$ cat src/rtl/decode_out_rtl_pkg.sv
// Shared types for the decode-output stimulus player: queue entry layout,
// bubble instruction encoding and player FSM states.
package decode_out_rtl_pkg;

    localparam int DEF_IR_W   = 16;
    localparam int DEF_NPC_W  = 16;
    localparam int DEF_E_W    = 6;
    localparam int DEF_W_W    = 2;
    localparam int DEF_HOLD_W = 4;

    // All-zero IR decodes as a branch with no condition bits set, i.e. a NOP.
    localparam logic [15:0] BUBBLE_IR = 16'h0000;

    typedef enum logic [1:0] {
        IDLE  = 2'd0,
        ISSUE = 2'd1,
        HOLD  = 2'd2
    } state_e;

    // Field order, MSB first, matches the ld_data packing seen by the loader.
    typedef struct packed {
        logic [DEF_IR_W-1:0]   ir;
        logic [DEF_NPC_W-1:0]  npc;
        logic [DEF_E_W-1:0]    e_ctrl;
        logic                  mem_ctrl;
        logic [DEF_W_W-1:0]    w_ctrl;
        logic [DEF_HOLD_W-1:0] hold;
    } decode_entry_t;

    localparam int DEF_ENTRY_W = $bits(decode_entry_t);

endpackage

$ cat src/rtl/decode_out_fifo.sv
// Synchronous entry queue with flush. ready is a registered !full, so it is low
// through reset and rises on the first clock afterwards; a push is refused while
// full even if the same cycle pops.
module decode_out_fifo #(
    parameter int DEPTH   = 8,
    parameter int ENTRY_W = 45
) (
    input  logic                     clock,
    input  logic                     reset,
    input  logic                     flush,
    input  logic                     push_req,
    input  logic                     pop_req,
    input  logic [ENTRY_W-1:0]       wr_data,
    output logic [ENTRY_W-1:0]       rd_data,
    output logic                     ready,
    output logic                     empty,
    output logic [$clog2(DEPTH):0]   level
);
    localparam int AW = $clog2(DEPTH);

    logic [ENTRY_W-1:0] mem [DEPTH];
    logic [AW-1:0]      wr_ptr;
    logic [AW-1:0]      rd_ptr;
    logic [AW:0]        count;
    logic [AW:0]        count_next;
    logic               push;
    logic               pop;

    assign push       = push_req & ready & ~flush;
    assign pop        = pop_req & (count != '0) & ~flush;
    assign count_next = count + (AW+1)'(push) - (AW+1)'(pop);
    assign empty      = (count == '0);
    assign level      = count;
    assign rd_data    = mem[rd_ptr];

    // Pointer, occupancy and ready bookkeeping; flush empties the queue.
    always_ff @(posedge clock or negedge reset) begin
        if (!reset) begin
            wr_ptr <= '0;
            rd_ptr <= '0;
            count  <= '0;
            ready  <= 1'b0;
        end else if (flush) begin
            wr_ptr <= '0;
            rd_ptr <= '0;
            count  <= '0;
            ready  <= 1'b1;
        end else begin
            if (push) wr_ptr <= wr_ptr + AW'(1);
            if (pop)  rd_ptr <= rd_ptr + AW'(1);
            count <= count_next;
            ready <= (count_next != (AW+1)'(DEPTH));
        end
    end

    // Entry storage; contents are don't-care until written.
    always_ff @(posedge clock) begin
        if (push) mem[wr_ptr] <= wr_data;
    end

endmodule

$ cat src/rtl/decode_out_stim_player.sv
// Plays queued decode-stage transactions onto the decode_out bus. Each entry is
// shown for 1+hold enabled cycles; on underrun the bus bubbles (or holds) and
// underrun pulses once when real data runs out.
module decode_out_stim_player
    import decode_out_rtl_pkg::*;
#(
    parameter int DEPTH       = 8,
    parameter int IR_W        = 16,
    parameter int NPC_W       = 16,
    parameter int E_W         = 6,
    parameter int W_W         = 2,
    parameter int HOLD_W      = 4,
    parameter int BUBBLE_MODE = 1
) (
    input  logic                                     clock,
    input  logic                                     reset,
    input  logic                                     enable_decode,
    input  logic                                     flush,
    input  logic                                     ld_valid,
    output logic                                     ld_ready,
    input  logic [IR_W+NPC_W+E_W+1+W_W+HOLD_W-1:0]   ld_data,
    output logic [E_W-1:0]                           E_control,
    output logic [NPC_W-1:0]                         npc_out,
    output logic                                     Mem_control,
    output logic [W_W-1:0]                           W_control,
    output logic [IR_W-1:0]                          IR,
    output logic                                     out_valid,
    output logic [$clog2(DEPTH):0]                   level,
    output logic                                     underrun
);
    localparam int ENTRY_W  = IR_W + NPC_W + E_W + 1 + W_W + HOLD_W;
    localparam int HOLD_LSB = 0;
    localparam int W_LSB    = HOLD_LSB + HOLD_W;
    localparam int MEM_LSB  = W_LSB + W_W;
    localparam int E_LSB    = MEM_LSB + 1;
    localparam int NPC_LSB  = E_LSB + E_W;
    localparam int IR_LSB   = NPC_LSB + NPC_W;

    logic [ENTRY_W-1:0] head;
    logic               empty;
    logic               pop_req;
    logic [HOLD_W-1:0]  hold_cnt;
    state_e             state;

    // Only ask for a new entry once the current one has used up its hold count.
    assign pop_req = enable_decode & ~flush & (hold_cnt == '0);

    decode_out_fifo #(
        .DEPTH   (DEPTH),
        .ENTRY_W (ENTRY_W)
    ) u_fifo (
        .clock    (clock),
        .reset    (reset),
        .flush    (flush),
        .push_req (ld_valid),
        .pop_req  (pop_req),
        .wr_data  (ld_data),
        .rd_data  (head),
        .ready    (ld_ready),
        .empty    (empty),
        .level    (level)
    );

    // Player FSM: issue, repeat or bubble the bus once per enabled cycle.
    always_ff @(posedge clock or negedge reset) begin
        if (!reset) begin
            state       <= IDLE;
            hold_cnt    <= '0;
            E_control   <= '0;
            npc_out     <= '0;
            Mem_control <= 1'b0;
            W_control   <= '0;
            IR          <= '0;
            out_valid   <= 1'b0;
            underrun    <= 1'b0;
        end else if (flush) begin
            state     <= IDLE;
            hold_cnt  <= '0;
            out_valid <= 1'b0;
            underrun  <= 1'b0;
            if (BUBBLE_MODE != 0) begin
                IR          <= IR_W'(BUBBLE_IR);
                E_control   <= '0;
                Mem_control <= 1'b0;
                W_control   <= '0;
            end
        end else if (enable_decode) begin
            if (hold_cnt != '0) begin
                hold_cnt  <= hold_cnt - HOLD_W'(1);
                out_valid <= 1'b1;
                underrun  <= 1'b0;
                state     <= HOLD;
            end else if (!empty) begin
                IR          <= head[IR_LSB  +: IR_W];
                npc_out     <= head[NPC_LSB +: NPC_W];
                E_control   <= head[E_LSB   +: E_W];
                Mem_control <= head[MEM_LSB];
                W_control   <= head[W_LSB   +: W_W];
                hold_cnt    <= head[HOLD_LSB +: HOLD_W];
                out_valid   <= 1'b1;
                underrun    <= 1'b0;
                state       <= ISSUE;
            end else begin
                out_valid <= 1'b0;
                underrun  <= (state != IDLE);
                state     <= IDLE;
                if (BUBBLE_MODE != 0) begin
                    IR          <= IR_W'(BUBBLE_IR);
                    E_control   <= '0;
                    Mem_control <= 1'b0;
                    W_control   <= '0;
                end
            end
        end else begin
            underrun <= 1'b0;
        end
    end

endmodule

$ cat config.mk
export PLATFORM = sky130hd
export DESIGN_NAME = decode_out_stim_player
export DESIGN_NICKNAME = d
export VERILOG_FILES = /design/src/rtl/decode_out_rtl_pkg.sv /design/src/rtl/decode_out_fifo.sv /design/src/rtl/decode_out_stim_player.sv
export SDC_FILE = /design/constraint.sdc
export NUM_CORES = 1
export LEC_CHECK = 0
export ABC_AREA = 0
export ABC_CLOCK_PERIOD_IN_PS = 10500
export CORE_UTILIZATION = 57
export DETAILED_ROUTE_END_ITERATION = 16
export DONT_BUFFER_PORTS = 1
export PLACE_DENSITY = 0.77
export SLEW_MARGIN = 20
export SYNTH_ARGS = -nofsm -noshare
export SYNTH_HDL_FRONTEND = slang
export SYNTH_HIERARCHICAL = 1
export SYNTH_SLANG_ARGS = --single-unit
$ cat constraint.sdc
create_clock -name clock -period 10.5 [get_ports clock]
set_clock_uncertainty 0.05 [all_clocks]
set_input_delay 1.05 -clock clock [delete_from_list [all_inputs] [get_ports clock]]
set_output_delay 1.05 -clock clock [all_outputs]
set_load 0.05 [all_outputs]
==> metrics.txt <==
clock latency on the worst-skew pair 540 ps; Worst EP arrival 3730 ps; synth unique cells 44; Power Density 218.1 nW/um2; die width 172.2 um; fmax 295.5 MHz; pin count of the biggest net entering global routing 61; Mapped Area 16510 um2; final hold vios 0; Post-synth top flop edfxtp_1; #FFs+latches synth 420; clock tree buffer depth 3; synth warn 6; maximum vdd ir drop 0.1948 mV; num rows 61; CTS buffer count 43; Max-cap violations 0; final instance area 18290 um2; H-tree depth 2; hold buffer count at cts 0; DRC 0; I/O Buffers 0; Tcrit/Tclk final 32.23%; critical path's top delay family simple AND/OR/NAND/NOR gates; Worst-Margin Slew 808.7 ps; number of global-route vias before repair 7758; slowest stage delay, CP 400 ps; remaining global-route overflow 0; WP buf/inv 3; starting density of the core 58.61%; Worst Path Class, Setup reg2reg; fin util 64.95%; IO Pins 98; Nets 817; Critical-path top delay cell dfrtp_1; Post-synth EDFFs 360; critical path launch point type register; via count 7324; overall die area 29640 um2; TritonCTS clock tree built; initial detailed-routing violation count 523; clk root buf clkbuf_16; worst min-delay path category in2async; Worst Path Required 10850 ps; RSZ-0062 raised after global routing no; diode count 0; fraction of registers with async set/reset 14.29%; Final Max Slew Viols 0; post-cts resize count 0; Area Growth Syn to Fin 10.82%; placed wire-length estimate 16.38 mm; clock slew at reported path FFs 60 ps; P_leak 6.136 nW; via/cell ratio 6.271; Post-CTS Setup Repair Bufs 0; min cycle time layout 3384 ps; Setup crit end kind register; normalized max-slew margin 46.09%; Placeable Area 28160 um2; Layout fillers 1775; final setup violation count 0; share of cells above drive strength 1 20.38%; first-pass GRT wire length 45.80 mm; most common cell after layout, fill and taps aside edfxtp_1; CP Cell Sequence inv_1 > ha_1 > nand2b_4 > nor3_1 > nor2b_1 > nor2b_1 > ha_1 > inv_1 > ha_1 > inv_1 > fa_1 > xnor2_1 > nor3b_1 > o21ai_0; Final GP Congestion 0.7637; CP max FO 6; syn nets 793; dpl cell area 16930 um2; synthesized instance count 733; most frequent cells in the layout 360 x edfxtp_1, 87 x mux4_1, 62 x mux2_2; sequential share of the synthesized area 74.59%; drt wl/cell 25.73 um; post-route ant nets 0; routed wire length 30.05 mm; initial antenna violation count 0; CTS sink count 420; DIE HEIGHT 172.2 um; outcome completed; overall routing resource usage 21.27%; total negative setup slack 0 ps; first-pass detailed-route iteration total 5; Syn Area/Cell 22.52 um2
-- cell type report --
type                    instances  area [um2]  area share (%)
clock inverters                22       195.2           1.067
clock buffers                  56        1155           6.313
multi-input cells             269        3990           21.81
inverters                       9       33.78          0.1847
flip-flops and latches        420       12320           67.35
well taps                     378       473.0           2.586
repair buffers                 14       125.1          0.6840
-- worst reg2reg max path: stages, from the launching register on --
cell	delay, ps
dfrtp_1	400
inv_1	120
ha_1	320
nand2b_4	120
nor3_1	390
nor2b_1	300
nor2b_1	170
ha_1	230
inv_1	70
ha_1	170
inv_1	70
fa_1	400
xnor2_1	150
nor3b_1	170
o21ai_0	120
-- synth_stat cells, types with 4 or more instances --
cell type  number  share of area (%)
mux2_2         62                4.2
clkbuf_1        4              0.091
nand2b_1        5               0.19
nand2_1         6               0.14
buf_6          12               0.82
ha_1            9               0.68
a21oi_1         6               0.18
a22o_1         25                1.3
buf_1          10               0.23
edfxtp_1      360                 65
mux4_1         87                 14
inv_1           9               0.20
dfrtp_1        60                9.1
buf_2           7               0.21
nor2_1         15               0.34
nor2b_1         6               0.23
-- metal layers --
layer / GRT usage, % / routed length, um / vias to the layer above / share of wire, %
li1: - / - / 3159 / -
met1: 29.58 / 12920 / 3885 / 43
met2: 33.94 / 14420 / 223 / 48
met3: 5.516 / 2147 / 57 / 7.1
met4: 5.502 / 559 / 0 / 1.9
met5: 0 / 0 / - / 0
-- kinds of logic (layout without fill, tap and decap cells) --
family / count (synthesis) / after routing / synth area share [%]
flops: 420 / 420 / 74.59
mux: 155 / 155 / 18.67
simple gates: 56 / 56 / 1.986
compound gates: 45 / 45 / 2.153
buf+inv: 44 / 101 / 1.645
fa+ha+maj: 10 / 10 / 0.8035
xor+xnor: 3 / 3 / 0.1592
-- per-stage QoR --
step	worst slack, ps	instances	hold slack [ps]	power [mW]
floorplan	5333	733	400.4	2.471
global placement	6938	1089	418.7	2.546
detailed placement	6708	1090	419.1	2.575
CTS	6748	1168	126.9	4.017
global route	6924	1168	130.7	4.126
finish	7116	1168	159.5	3.989
-- report_power, final --
| part | total (mW) | switching (mW) | internal [mW] |
|---|---|---|---|
| Combinational | 0.363 | 0.190 | 0.173 |
| Sequential | 2.18 | 0.268 | 1.91 |
| Clock | 1.45 | 0.597 | 0.851 |
| Total | 3.99 | 1.06 | 2.93 |
-- flip-flops by register name, indices dropped and copies added (netlist names) --
signal	flops
Mem_control	1
underrun	1
u_fifo/rd_ptr	3
u_fifo/mem	360
E_control	6
u_fifo/level	4
hold_cnt	4
npc_out	16
IR	16
out_valid	1
u_fifo/ready	1
state	2
W_control	2
u_fifo/wr_ptr	3
-- final timing paths --
check	start	end	slack, ps	depth (start not counted)
worst max-delay path	hold_cnt[1]	u_fifo/ready	7120	14
worst min-delay path	reset	E_control[2]	160	0
worst max register to register	hold_cnt[1]	u_fifo/ready	7120	14
worst min register to register	state[0]	state[0]	440	1
max in group asynchronous	reset	npc_out[0]	10130	0
min in group clock	state[0]	state[0]	440	1
(Power assumes the default switching activity.)
